### config.mk
export PLATFORM = sky130hd
export DESIGN_NAME = id_stage
export DESIGN_NICKNAME = d
export VERILOG_FILES = /design/src/rtl/id_stage.sv
export SDC_FILE = /design/constraint.sdc
export NUM_CORES = 1
export LEC_CHECK = 0
export CAP_MARGIN = 30
export CORE_MARGIN = 1.5
export CORE_UTILIZATION = 56
export CTS_BUF_LIST = sky130_fd_sc_hd__clkbuf_16
export DETAILED_ROUTE_END_ITERATION = 8
export PLACE_DENSITY = 0.8
export SYNTH_ARGS = -nofsm -noshare
export SYNTH_HDL_FRONTEND = slang
export SYNTH_SLANG_ARGS = --single-unit
### constraint.sdc
create_clock -name clk -period 2.7 [get_ports clk]
set_clock_uncertainty 0.05 [all_clocks]
set_input_delay 0.27 -clock clk [delete_from_list [all_inputs] [get_ports clk]]
set_output_delay 0.27 -clock clk [all_outputs]
set_load 0.02 [all_outputs]
### src/rtl/id_stage.sv
// Purpose: Octa16 decode/operand-fetch stage with 8x8 register file, pending-write scoreboard and writeback bypass.
// Latency: 1 cycle, so an instruction accepted at edge N is on ex_* right after edge N. Full throughput when ex_ready=1.
// Backpressure: instr_ready drops while the ex register is held (ex_valid && !ex_ready) or a RAW/WAW hazard is pending.
module id_stage #(
  parameter bit ZERO_R0 = 1'b1
) (
  input  logic        clk,
  input  logic        rst,
  input  logic        instr_valid,
  output logic        instr_ready,
  input  logic [15:0] instr,
  output logic        ex_valid,
  input  logic        ex_ready,
  output logic [7:0]  ex_rs1,
  output logic [7:0]  ex_rs2,
  output logic [2:0]  ex_ctrl,
  output logic        ex_flag,
  output logic [2:0]  ex_rd,
  output logic        ex_li,
  output logic [7:0]  ex_imm,
  input  logic        wb_en,
  input  logic [2:0]  wb_rd,
  input  logic [7:0]  wb_data,
  output logic        illegal
);

  localparam logic [2:0] CTRL_LI = 3'b111;

  // Architectural state
  logic [7:0] rf_q [8];
  logic [7:0] pend_q, pend_d;

  // Execute-stage register
  logic       ex_valid_q, ex_valid_d;
  logic [7:0] ex_rs1_q, ex_rs1_d;
  logic [7:0] ex_rs2_q, ex_rs2_d;
  logic [2:0] ex_ctrl_q, ex_ctrl_d;
  logic       ex_flag_q, ex_flag_d;
  logic [2:0] ex_rd_q, ex_rd_d;
  logic       ex_li_q, ex_li_d;
  logic [7:0] ex_imm_q, ex_imm_d;
  logic       illegal_q, illegal_d;

  // Decode fields
  logic [2:0] dec_ctrl, dec_rd, dec_rs1, dec_rs2;
  logic       dec_flag, dec_li, dec_ill;
  logic [7:0] wb_clr, busy;
  logic       hazard, fire, issue, rf_we;
  logic [7:0] rs1_val, rs2_val;

  // Split the instruction word into its fields and classify the opcode
  always_comb begin
    dec_ctrl = instr[15:13];
    dec_flag = instr[12];
    dec_rd   = instr[11:9];
    dec_rs1  = instr[8:6];
    dec_rs2  = instr[5:3];
    dec_li   = (dec_ctrl == CTRL_LI);
    dec_ill  = (dec_ctrl == 3'b101) || (dec_ctrl == 3'b110);
  end

  // A register is busy if pending and not being written back this very cycle
  always_comb begin
    wb_clr = '0;
    if (wb_en) wb_clr[wb_rd] = 1'b1;
    busy   = pend_q & ~wb_clr;
    // Illegal words are dropped without looking at their register fields
    hazard = !dec_ill &&
             (busy[dec_rd] || (!dec_li && (busy[dec_rs1] || busy[dec_rs2])));
  end

  assign instr_ready = (!ex_valid_q || ex_ready) && !hazard;
  assign fire        = instr_valid && instr_ready;
  assign issue       = fire && !dec_ill;
  assign rf_we       = wb_en && !(ZERO_R0 && (wb_rd == 3'd0));

  // Operand read: same-cycle writeback bypasses the file, r0 may be hardwired to zero
  always_comb begin
    rs1_val = rf_q[dec_rs1];
    if (wb_en && (wb_rd == dec_rs1)) rs1_val = wb_data;
    if (ZERO_R0 && (dec_rs1 == 3'd0)) rs1_val = '0;
    rs2_val = rf_q[dec_rs2];
    if (wb_en && (wb_rd == dec_rs2)) rs2_val = wb_data;
    if (ZERO_R0 && (dec_rs2 == 3'd0)) rs2_val = '0;
  end

  // Next state of the ex register, scoreboard and illegal pulse
  always_comb begin
    ex_valid_d = ex_valid_q;
    ex_rs1_d   = ex_rs1_q;
    ex_rs2_d   = ex_rs2_q;
    ex_ctrl_d  = ex_ctrl_q;
    ex_flag_d  = ex_flag_q;
    ex_rd_d    = ex_rd_q;
    ex_li_d    = ex_li_q;
    ex_imm_d   = ex_imm_q;
    illegal_d  = fire && dec_ill;
    // Clear first so that a same-cycle set on issue wins
    pend_d     = pend_q & ~wb_clr;
    if (issue) begin
      ex_valid_d = 1'b1;
      ex_rd_d    = dec_rd;
      ex_li_d    = dec_li;
      if (dec_li) begin
        ex_rs1_d  = '0;
        ex_rs2_d  = '0;
        ex_ctrl_d = '0;
        ex_flag_d = 1'b0;
        ex_imm_d  = instr[7:0];
      end else begin
        ex_rs1_d  = rs1_val;
        ex_rs2_d  = rs2_val;
        ex_ctrl_d = dec_ctrl;
        ex_flag_d = dec_flag;
        ex_imm_d  = '0;
      end
      if (dec_rd != 3'd0) pend_d[dec_rd] = 1'b1;
    end else if (ex_ready) begin
      ex_valid_d = 1'b0;
    end
  end

  // Pipeline and scoreboard registers
  always_ff @(posedge clk) begin
    if (rst) begin
      ex_valid_q <= 1'b0;
      ex_rs1_q   <= '0;
      ex_rs2_q   <= '0;
      ex_ctrl_q  <= '0;
      ex_flag_q  <= 1'b0;
      ex_rd_q    <= '0;
      ex_li_q    <= 1'b0;
      ex_imm_q   <= '0;
      illegal_q  <= 1'b0;
      pend_q     <= '0;
    end else begin
      ex_valid_q <= ex_valid_d;
      ex_rs1_q   <= ex_rs1_d;
      ex_rs2_q   <= ex_rs2_d;
      ex_ctrl_q  <= ex_ctrl_d;
      ex_flag_q  <= ex_flag_d;
      ex_rd_q    <= ex_rd_d;
      ex_li_q    <= ex_li_d;
      ex_imm_q   <= ex_imm_d;
      illegal_q  <= illegal_d;
      pend_q     <= pend_d;
    end
  end

  // Register file: writeback lands every cycle it is strobed, independent of stalls
  always_ff @(posedge clk) begin
    if (rst) begin
      for (int i = 0; i < 8; i++) rf_q[i] <= '0;
    end else if (rf_we) begin
      rf_q[wb_rd] <= wb_data;
    end
  end

  assign ex_valid = ex_valid_q;
  assign ex_rs1   = ex_rs1_q;
  assign ex_rs2   = ex_rs2_q;
  assign ex_ctrl  = ex_ctrl_q;
  assign ex_flag  = ex_flag_q;
  assign ex_rd    = ex_rd_q;
  assign ex_li    = ex_li_q;
  assign ex_imm   = ex_imm_q;
  assign illegal  = illegal_q;

endmodule

## Yosys cells after proc, flatten, opt, wreduce, memory -nomap -nowiden

Memory sizes are Yosys's and may differ from the RTL's.
Index checks and enable logic that the tools add are counted.

| word-level totals | value |
|---|---|
| register bits | 42 |
| bits in writable memories | 64 |
| input port bits | 32 |
| output and inout bits | 35 |
| logic and storage cells | 83 |
| memories kept | 1 |

| cells by class | value |
|---|---|
| $lt $le $gt $ge | 6 |
| equal/unequal tests | 5 |
| muxes and demuxes | 32 |
| bitwise gates (word level) | 3 |
| reduce and logical (&&, ||, !) cells | 26 |

Memories:

| memory | words | bits a word | read ports | clocked after memory_dff | wr ports | RTL line | RTL |
|---|---|---|---|---|---|---|---|
| rf_q | 8 | 8 | 2 | 0 | 8 | 30 | `logic [7:0] rf_q [8];` |

Operators by type and width:

| cell | count |
|---|---|
| 2-to-1 mux 8 bit | 11 |
| less-than comparator 3 x 4 -> 1 bit, second input constant | 4 |
| 2-to-1 mux 1 bit | 14 |
| logical AND 1 bit | 11 |
| binary-select mux 1 bit (select 3 bit) | 3 |
| equality test 3 bit, second input constant | 3 |
| zero test 3 bit | 3 |
| AND 8 bit | 1 |
| inverter 8 bit | 1 |
| OR 8 bit | 1 |
| OR reduction 8 bit | 1 |
| demux 1 bit (select 3 bit) | 2 |
| equality test 3 bit | 2 |
| >= comparator 3 x 1 -> 1 bit, second input constant | 2 |
| 2-to-1 mux 3 bit | 2 |
| zero test 1 bit | 5 |
| logical OR 1 bit | 4 |
| nonzero test 3 bit | 1 |
| nonzero test 2 bit | 1 |

## Longest topological paths before layout

Gate-level depths: netlist of run 1.

| logic depth | value |
|---|---|
| word-level depth | 18 |
| depth in mapped cells | 9 |
| gate-level depth less buffers | 6 |

## Worst setup path before layout of run 1

OpenSTA, ideal clock, no wires.

| path | value |
|---|---|
| kind | input to register |
| start | input port wb_rd[0] |
| end | register ex_imm_q[3], in the netlist ex_imm[3] |
| library setup time | 117 ps |
| arrival time | 2239 ps |
| required time | 2533 ps |
| setup slack | 293 ps |
| stages on the path | 7 |
| buffers on the path | 1 |
| cell sequence | or4b_4 > a32o_1 > mux4_2 > a31oi_4 > o211ai_4 > buf_6 > a32o_1 |

| between the ends | value |
|---|---|
| longest elaborated chain between the ends | 17 |
| elaborated cells on any way between the ends | 22 |
| classes of those cells | order compare (2); mux (9); bitwise (2); reduce/logical (9) |

RTL lines:

| what | RTL line | RTL |
|---|---|---|
| from (decl) | 22 | `input logic [2:0] wb_rd,` |
| less-than comparator 3 x 4 -> 1 bit (implied by the code) / >= comparator 3 x 1 -> 1 bit (equally long branches) | 65 | `if (wb_en) wb_clr[wb_rd] = 1'b1;` |
| logical AND 1 bit (implied by the code) | 65 |  |
| 2-to-1 mux 1 bit (implied by the code) | 65 |  |
| demux 1 bit (select 3 bit) (*) | 65 |  |
| 2-to-1 mux 8 bit (*) | 65 |  |
| inverter 8 bit (*) | 66 | `busy = pend_q & ~wb_clr;` |
| AND 8 bit (*) | 66 |  |
| binary-select mux 1 bit (select 3 bit) | 69 | `(busy[dec_rd] \|\| (!dec_li && (busy[dec_rs1] \|\| busy[dec_rs2])));` |
| 2-to-1 mux 1 bit (implied by the code) | 69 |  |
| logical OR 1 bit | 69 |  |
| logical AND 1 bit | 69 |  |
| logical OR 1 bit (*) | 69 |  |
| logical AND 1 bit (*) | 68 | `hazard = !dec_ill &&` |
| zero test 1 bit (*) | 72 | `assign instr_ready = (!ex_valid_q \|\| ex_ready) && !hazard;` |
| logical AND 1 bit (*) | 72 |  |
| logical AND 1 bit (*) | 73 | `assign fire = instr_valid && instr_ready;` |
| logical AND 1 bit (*) | 74 | `assign issue = fire && !dec_ill;` |
| to (signal assigned) | 144 | `ex_imm_q <= ex_imm_d;` |
| to (decl) | 41 | `logic [7:0] ex_imm_q, ex_imm_d;` |

Every way passes the cells marked *; elsewhere a longest branch is shown, timed or not. The select of a mux whose other input is x is not followed.
A chain may end at the register's enable or synchronous reset.

## Final worst setup path of run 1

| path | value |
|---|---|
| start | input port wb_rd[0] |
| end | register ex_imm_q[1], in the netlist ex_imm[1] |

The elaborated chain is that of the path after synthesis.

==> results of run 1 <==
## state kept, by name, summed over array words and instances (netlist names)
name / count
ex_ctrl: 3
ex_flag: 1
ex_imm: 8
ex_li: 1
ex_rd: 3
ex_rs1: 8
ex_rs2: 8
ex_valid: 1
illegal: 1
pend_q: 8
rf_q: 64
## worst paths after layout
path	startpoint	to	slack, ps	cells past startpoint
max	wb_rd[0]	ex_imm[1]	50	10
min	ex_flag	ex_flag	400	2
max reg2reg	pend_q[5]	ex_imm[1]	310	8
min reg2reg	ex_flag	ex_flag	400	2
## metrics by stage
step                worst slack (ps)  hold slack (ps)  setup TNS [ps]
floorplan                        293              346               0
global placement                -517              393          -14960
detailed placement              -527              398          -16330
CTS                             74.8              409               0
global route                    2.67              433               0
finish                          50.4              405               0
## power groups by stage
stage	clock, W	sequential, W	combinational [W]
finish	0.00130	0.00187	0.000720
global route	0.00136	0.00188	0.000766
CTS	0.00131	0.00187	0.000710
detailed placement	0	0.00190	0.000667
global placement	0	0.00189	0.000653
floorplan	0	0.00192	0.000351
## critical path, cell delays in order
cell and delay (ps):
dlygate4sd2_1 250, or4b_4 550, buf_6 130, o2bb2ai_1 120, mux4_2 510, buf_6 150
a21oi_4 150, o211ai_4 160, bufbuf_16 310, a32o_1 250
## repair_timing
item	4_1_cts	5_1_grt
endpoints found under the setup margin	23	3
gates resized for setup	18	2
gates cloned	3	0
pin swaps	2	1
setup buffers	5	0
## cells in the final DEF, fill, tap and decap left out, drive strengths merged, types with 3 or more instances in the layout
master	netlist	routed
edfxtp	64	64
buf	14	64
and2	63	63
clkdlybuf4s50	0	61
nand2	59	59
mux2i	42	42
dfxtp	42	42
nor2	20	20
o21ai	20	20
mux4	19	19
inv	10	14
a32o	13	13
o211ai	11	11
clkbuf	19	9
o32ai	9	9
a2bb2oi	8	8
conb	1	8
a2111oi	8	8
nand2b	7	7
nor3	7	7
nand3	6	6
nor2b	6	6
xnor2	4	4
dlygate4sd2	0	4
xor2	3	3
nand4	3	3
o211a	3	3
## final cells by class
class | count | area, um2
sequential | 106 | 2760
multi-input combinational | 349 | 2710
fill | 685 | 2530
timing repair buffer | 131 | 1230
clock buffer | 9 | 225
tap | 133 | 166
clock inverter | 7 | 67.6
inverter | 10 | 37.5
## kinds of logic after synthesis
group	count (synthesis)	share of synthesized area (%)
AOI/OAI and AO/OA	86	13.0
xor gates and xnor gates	7	1.09
muxes	63	15.5
buffers and inverters	43	3.46
DFF	106	49.2
other	1	0.0668
and+or+nand+nor	185	17.6
## layer usage
| metal | GRT usage (%) | up-vias | wire length (um) |
|---|---|---|---|
| li1 | - | 2069 | - |
| met1 | 37.4 | 2225 | 5890 |
| met2 | 54.6 | 287 | 8040 |
| met3 | 7.53 | 59 | 1410 |
| met4 | 14.0 | 0 | 570 |
| met5 | 0 | - | 0 |
==> out/metrics.cfg, run 1 <==
[outcome]
status = complete, no violations

[global_route]
antenna_found_initial = 0
grt_max_degree = 38
grt.total_usage_pct = 31.5
grt_pass1_wl_mm = 24.3
gr-total-overflow = 0
grt_pass1_vias = 4649

[routing]
via_per_inst = 6.23
drt_iter0_drc = 355
routedWlPerCell_um = 21.4
dr.pass1.iters = 5
vias = 4640
ant_nets = 0
totalWireLength_mm = 15.9
drc = 0

[synth]
synth-edff-count = 64
synth_common_cells = 64 x edfxtp_1, 63 x and2_1, 58 x nand2_1
synthCells = 491
synth_top_cell_by_area = edfxtp_1
yosys_warnings = 0
synthTopCellsByArea = edfxtp_1 34%, dfxtp_1 15%, mux4_2 7.6%, mux2i_1 7.5%, and2_1 7.0%
synth_flop_cell = edfxtp_1
synthArstFlopShare_pct = 0
synth_cell_types = 55
ys_ff_latch = 106
synth.cell_area_um2 = 5610
yosysTopAreaCellShare_pct = 34.3
avgSynthCellArea_um2 = 11.4
synthMostInstantiatedCell = edfxtp_1
seq_area_frac_synth_pct = 49.2

[cts]
cts_buffer_depth = 2
root_buffer = clkbuf_16
path_clk_slew_ps = 70
cts_tree = done
cts-htree-levels = 3
cts-hold-fix-buffers = 0
cts_made_buffers = 9
clk_latency_ps = 360
cts_sinks = 106

[placement]
hpwl_mm = 10.5
dpl_cell_area_um2 = 6750
dp_cells = 721
port_buffers = 66
gp_congestion = 0.942

[power_and_ir_drop]
power_w = 0.00389
switching_share_pct = 27.7
clockPowerShare_pct = 33.5
power_density_nw_per_um2 = 540
ir_worst_vdd_mv = 0.314
p_leak_nw = 2.80
switchingPower_w = 0.00108
p_seq_share_pct = 48.0
p_int_w = 0.00281
pwr-share-comb_pct = 18.5

[layout]
syn2layout_area_growth_pct = 28.3
drive_above_1_share_pct = 18.6
finalNonFillerCells = 745
fin_util_pct = 74.0
final_area_um2 = 7200
nets = 639
diodes = 0

[die]
die_w_um = 103
design.core.area_um2 = 9730
start_util_pct = 57.7
io_pins = 67
die_area_um2 = 10600
rows = 36
die_h_um = 103

[timing]
finalCritPeriodShare_pct = 98.1
rsz0062_at_grt = false
maxSlewViolCount = 0
min_period_ps = 2650
tightest_slew_ps = 813
fmax_mhz = 377
finalHoldViolations = 0
relSlewSlack_pct = 45.6
setup_viol = 0

[critical_path]
crit_required_ps = 2900
cp-end-kind = register
path_max_fanout = 6
cp-start-kind = primary input
arrival_ps = 2850
crit_type = in2reg

[run]
drv_cap = 0

[worst_hold_path]
hold_class = reg2reg

Power figures use the tool's default switching activity.
==> inputs of run 2 (changes only) <==
CORE_MARGIN = 2   (was 1.5)
==> out/metrics.cfg, run 2 (synthesis results as in run 1) <==
[timing]
maxSlewViolCount = 0  ; unchanged
rsz0062_at_grt = false  ; unchanged
setup_viol = 0  ; unchanged
finalHoldViolations = 0  ; unchanged
min_period_ps = 2630  ; was 2650 ps
relSlewSlack_pct = 44.7  ; was 45.6%
fmax_mhz = 380  ; was 377 MHz
hold_slack_ps = 412  ; was 405 ps
finalCritPeriodShare_pct = 97.4  ; was 98.1%
setup_ws_ps = 70.4  ; was 50.4 ps
tightest_slew_ps = 826  ; was 813 ps

[cts]
cts_sinks = 106  ; unchanged
cts-htree-levels = 3  ; unchanged
cts_tree = done  ; unchanged
cts-hold-fix-buffers = 0  ; unchanged
clk_latency_ps = 340  ; was 360 ps
path_clk_slew_ps = 70  ; about the same
root_buffer = clkbuf_16  ; unchanged
cts_made_buffers = 9  ; unchanged
cts_buffer_depth = 2  ; unchanged

[global_route]
grt_pass1_vias = 4667  ; was 4649
grt_pass1_wl_mm = 24.2  ; was 24.3 mm
grt.total_usage_pct = 28.7  ; was 31.5%
grt_max_degree = 41  ; was 38
gr-total-overflow = 0  ; unchanged
antenna_found_initial = 0  ; unchanged

[critical_path]
crit_type = in2out  ; was in2reg
slowest_delay_ps = 290  ; was 550 ps
path_cells = dlygate4sd2_1 -> buf_4 -> nand4b_1 -> buf_4 -> buf_4 -> a311oi_1 -> o21ai_0 -> a31oi_4 -> o211a_1 -> buf_6  ; was dlygate4sd2_1 -> or4b_4 -> buf_6 -> o2bb2ai_1 -> mux4_2 -> buf_6 -> a21oi_4 -> o211ai_4 -> bufbuf_16 -> a32o_1
cp-end-kind = output port  ; was register
cpMostUsedCell = buf_4  ; was buf_6
cp_top_family = compound AO/OA/AOI/OAI gates  ; was buffers and inverters
crit_required_ps = 2380  ; was 2900 ps
r2r_slack_ps = 350  ; was 310 ps
cpMaxStageDelayCell = a311oi_1  ; was or4b_4
path_max_fanout = 14  ; was 6
critPathBufInv = 5  ; was 4
arrival_ps = 2310  ; was 2850 ps
cp-start-kind = primary input  ; unchanged

[placement]
hpwl_mm = 10.4  ; was 10.5 mm
place_ws_ps = -554  ; was -527 ps
dp_cells = 724  ; was 721
port_buffers = 66  ; unchanged
gp_congestion = 0.912  ; was 0.942

[routing]
ant_nets = 0  ; unchanged
vias = 4695  ; was 4640
routedWlPerCell_um = 20.7  ; was 21.4 um
dr.pass1.iters = 5  ; unchanged
totalWireLength_mm = 15.5  ; was 15.9 mm
via_per_inst = 6.25  ; was 6.23
drt_iter0_drc = 363  ; was 355
drc = 0  ; unchanged

[layout]
fin_util_pct = 74.0  ; about the same
top_register = rf_q  ; unchanged
fill_cells = 666  ; was 685
nets = 645  ; was 639
syn2layout_area_growth_pct = 28.4  ; was 28.3%
final_common_cell = buf_4  ; was edfxtp_1
multiInputGateArea_um2 = 2720  ; was 2710 um2
regArea_um2 = 2760  ; unchanged
final_cell_mix = 65 x buf_4, 64 x edfxtp_1, 63 x and2_1  ; was 64 x edfxtp_1, 63 x and2_1, 61 x clkdlybuf4s50_1
diodes = 0  ; unchanged
drive_above_1_share_pct = 19.6  ; was 18.6%
largest_register_ff_count = 64  ; unchanged
finalNonFillerCells = 751  ; was 745

[die]
die_h_um = 104  ; was 103 um
design.core.area_um2 = 9730  ; unchanged
rows = 36  ; unchanged
die_area_um2 = 10800  ; was 10600 um2
start_util_pct = 57.7  ; unchanged
io_pins = 67  ; unchanged
die_w_um = 104  ; was 103 um

[power_and_ir_drop]
p_leak_nw = 2.78  ; was 2.80 nW
power_density_nw_per_um2 = 524  ; was 540 nW/um2
power_w = 0.00378  ; was 0.00389 W
ir_worst_vdd_mv = 0.358  ; was 0.314 mV

[worst_hold_path]
hold_class = reg2reg  ; unchanged

[outcome]
status = complete, no violations  ; unchanged

[run]
drv_cap = 0  ; unchanged

run 2: worst paths after layout:
path                  start     endpoint  cells after the start
setup reg to reg  pend_q[5]    ex_imm[7]                      8
hold reg to reg    ex_rd[0]     ex_rd[0]                      2
hold / removal     ex_rd[0]     ex_rd[0]                      2
setup / recovery   wb_rd[1]  instr_ready                     10
run 2: power breakdown:
part           internal, W  switching, W  leakage (nW)  total [W]
Clock             0.000631      0.000577         0.131    0.00121
Combinational     0.000332      0.000365          1.69   0.000698
Sequential         0.00182     0.0000529         0.961    0.00187
run 2: repair_timing:
item	CTS	global route
setup endpoints to repair	30	1
setup buffers	10	0
endpoints found under the hold margin	0	0
resized for setup	15	1
pin swaps	4	0
run 2: worst reg2reg max path: stages, from the launching register on:
cell and delay (ps):
dfxtp_1 360, nor2b_1 150, a32o_1 230, mux4_2 520
buf_4 180, a21oi_4 190, o211ai_4 130, buf_12 180
a32o_1 260
run 2: through the flow:
step	setup TNS (ps)	cell area, um2
finish	0	7200
global route	0	7200
CTS	0	7190
detailed placement	-17410	6810
global placement	-14610	6810
floorplan	0	5640
run 2: layout make-up:
cell class | count | share of cell area [%]
multi-input cells | 349 | 37.7
repair buffers | 137 | 17.2
clock buffers | 9 | 3.13
inverters | 10 | 0.521
clock inverters | 7 | 0.730
well taps | 133 | 2.31
flip-flops and latches | 106 | 38.4
run 2: layer usage:
layer | up-vias | track usage [%] | routed length (um)
li1 | 2080 | - | -
met1 | 2286 | 35.4 | 5910
met2 | 276 | 50.3 | 7940
met3 | 53 | 5.20 | 1210
met4 | 0 | 10.8 | 493
met5 | - | 0 | 0
==> inputs of run 3 (changes only) <==
CTS_CLUSTER_DIAMETER = 80   (was not set)
==> results of run 3 <==
No change in the layout: final DEF, timing and power equal those of run 2.
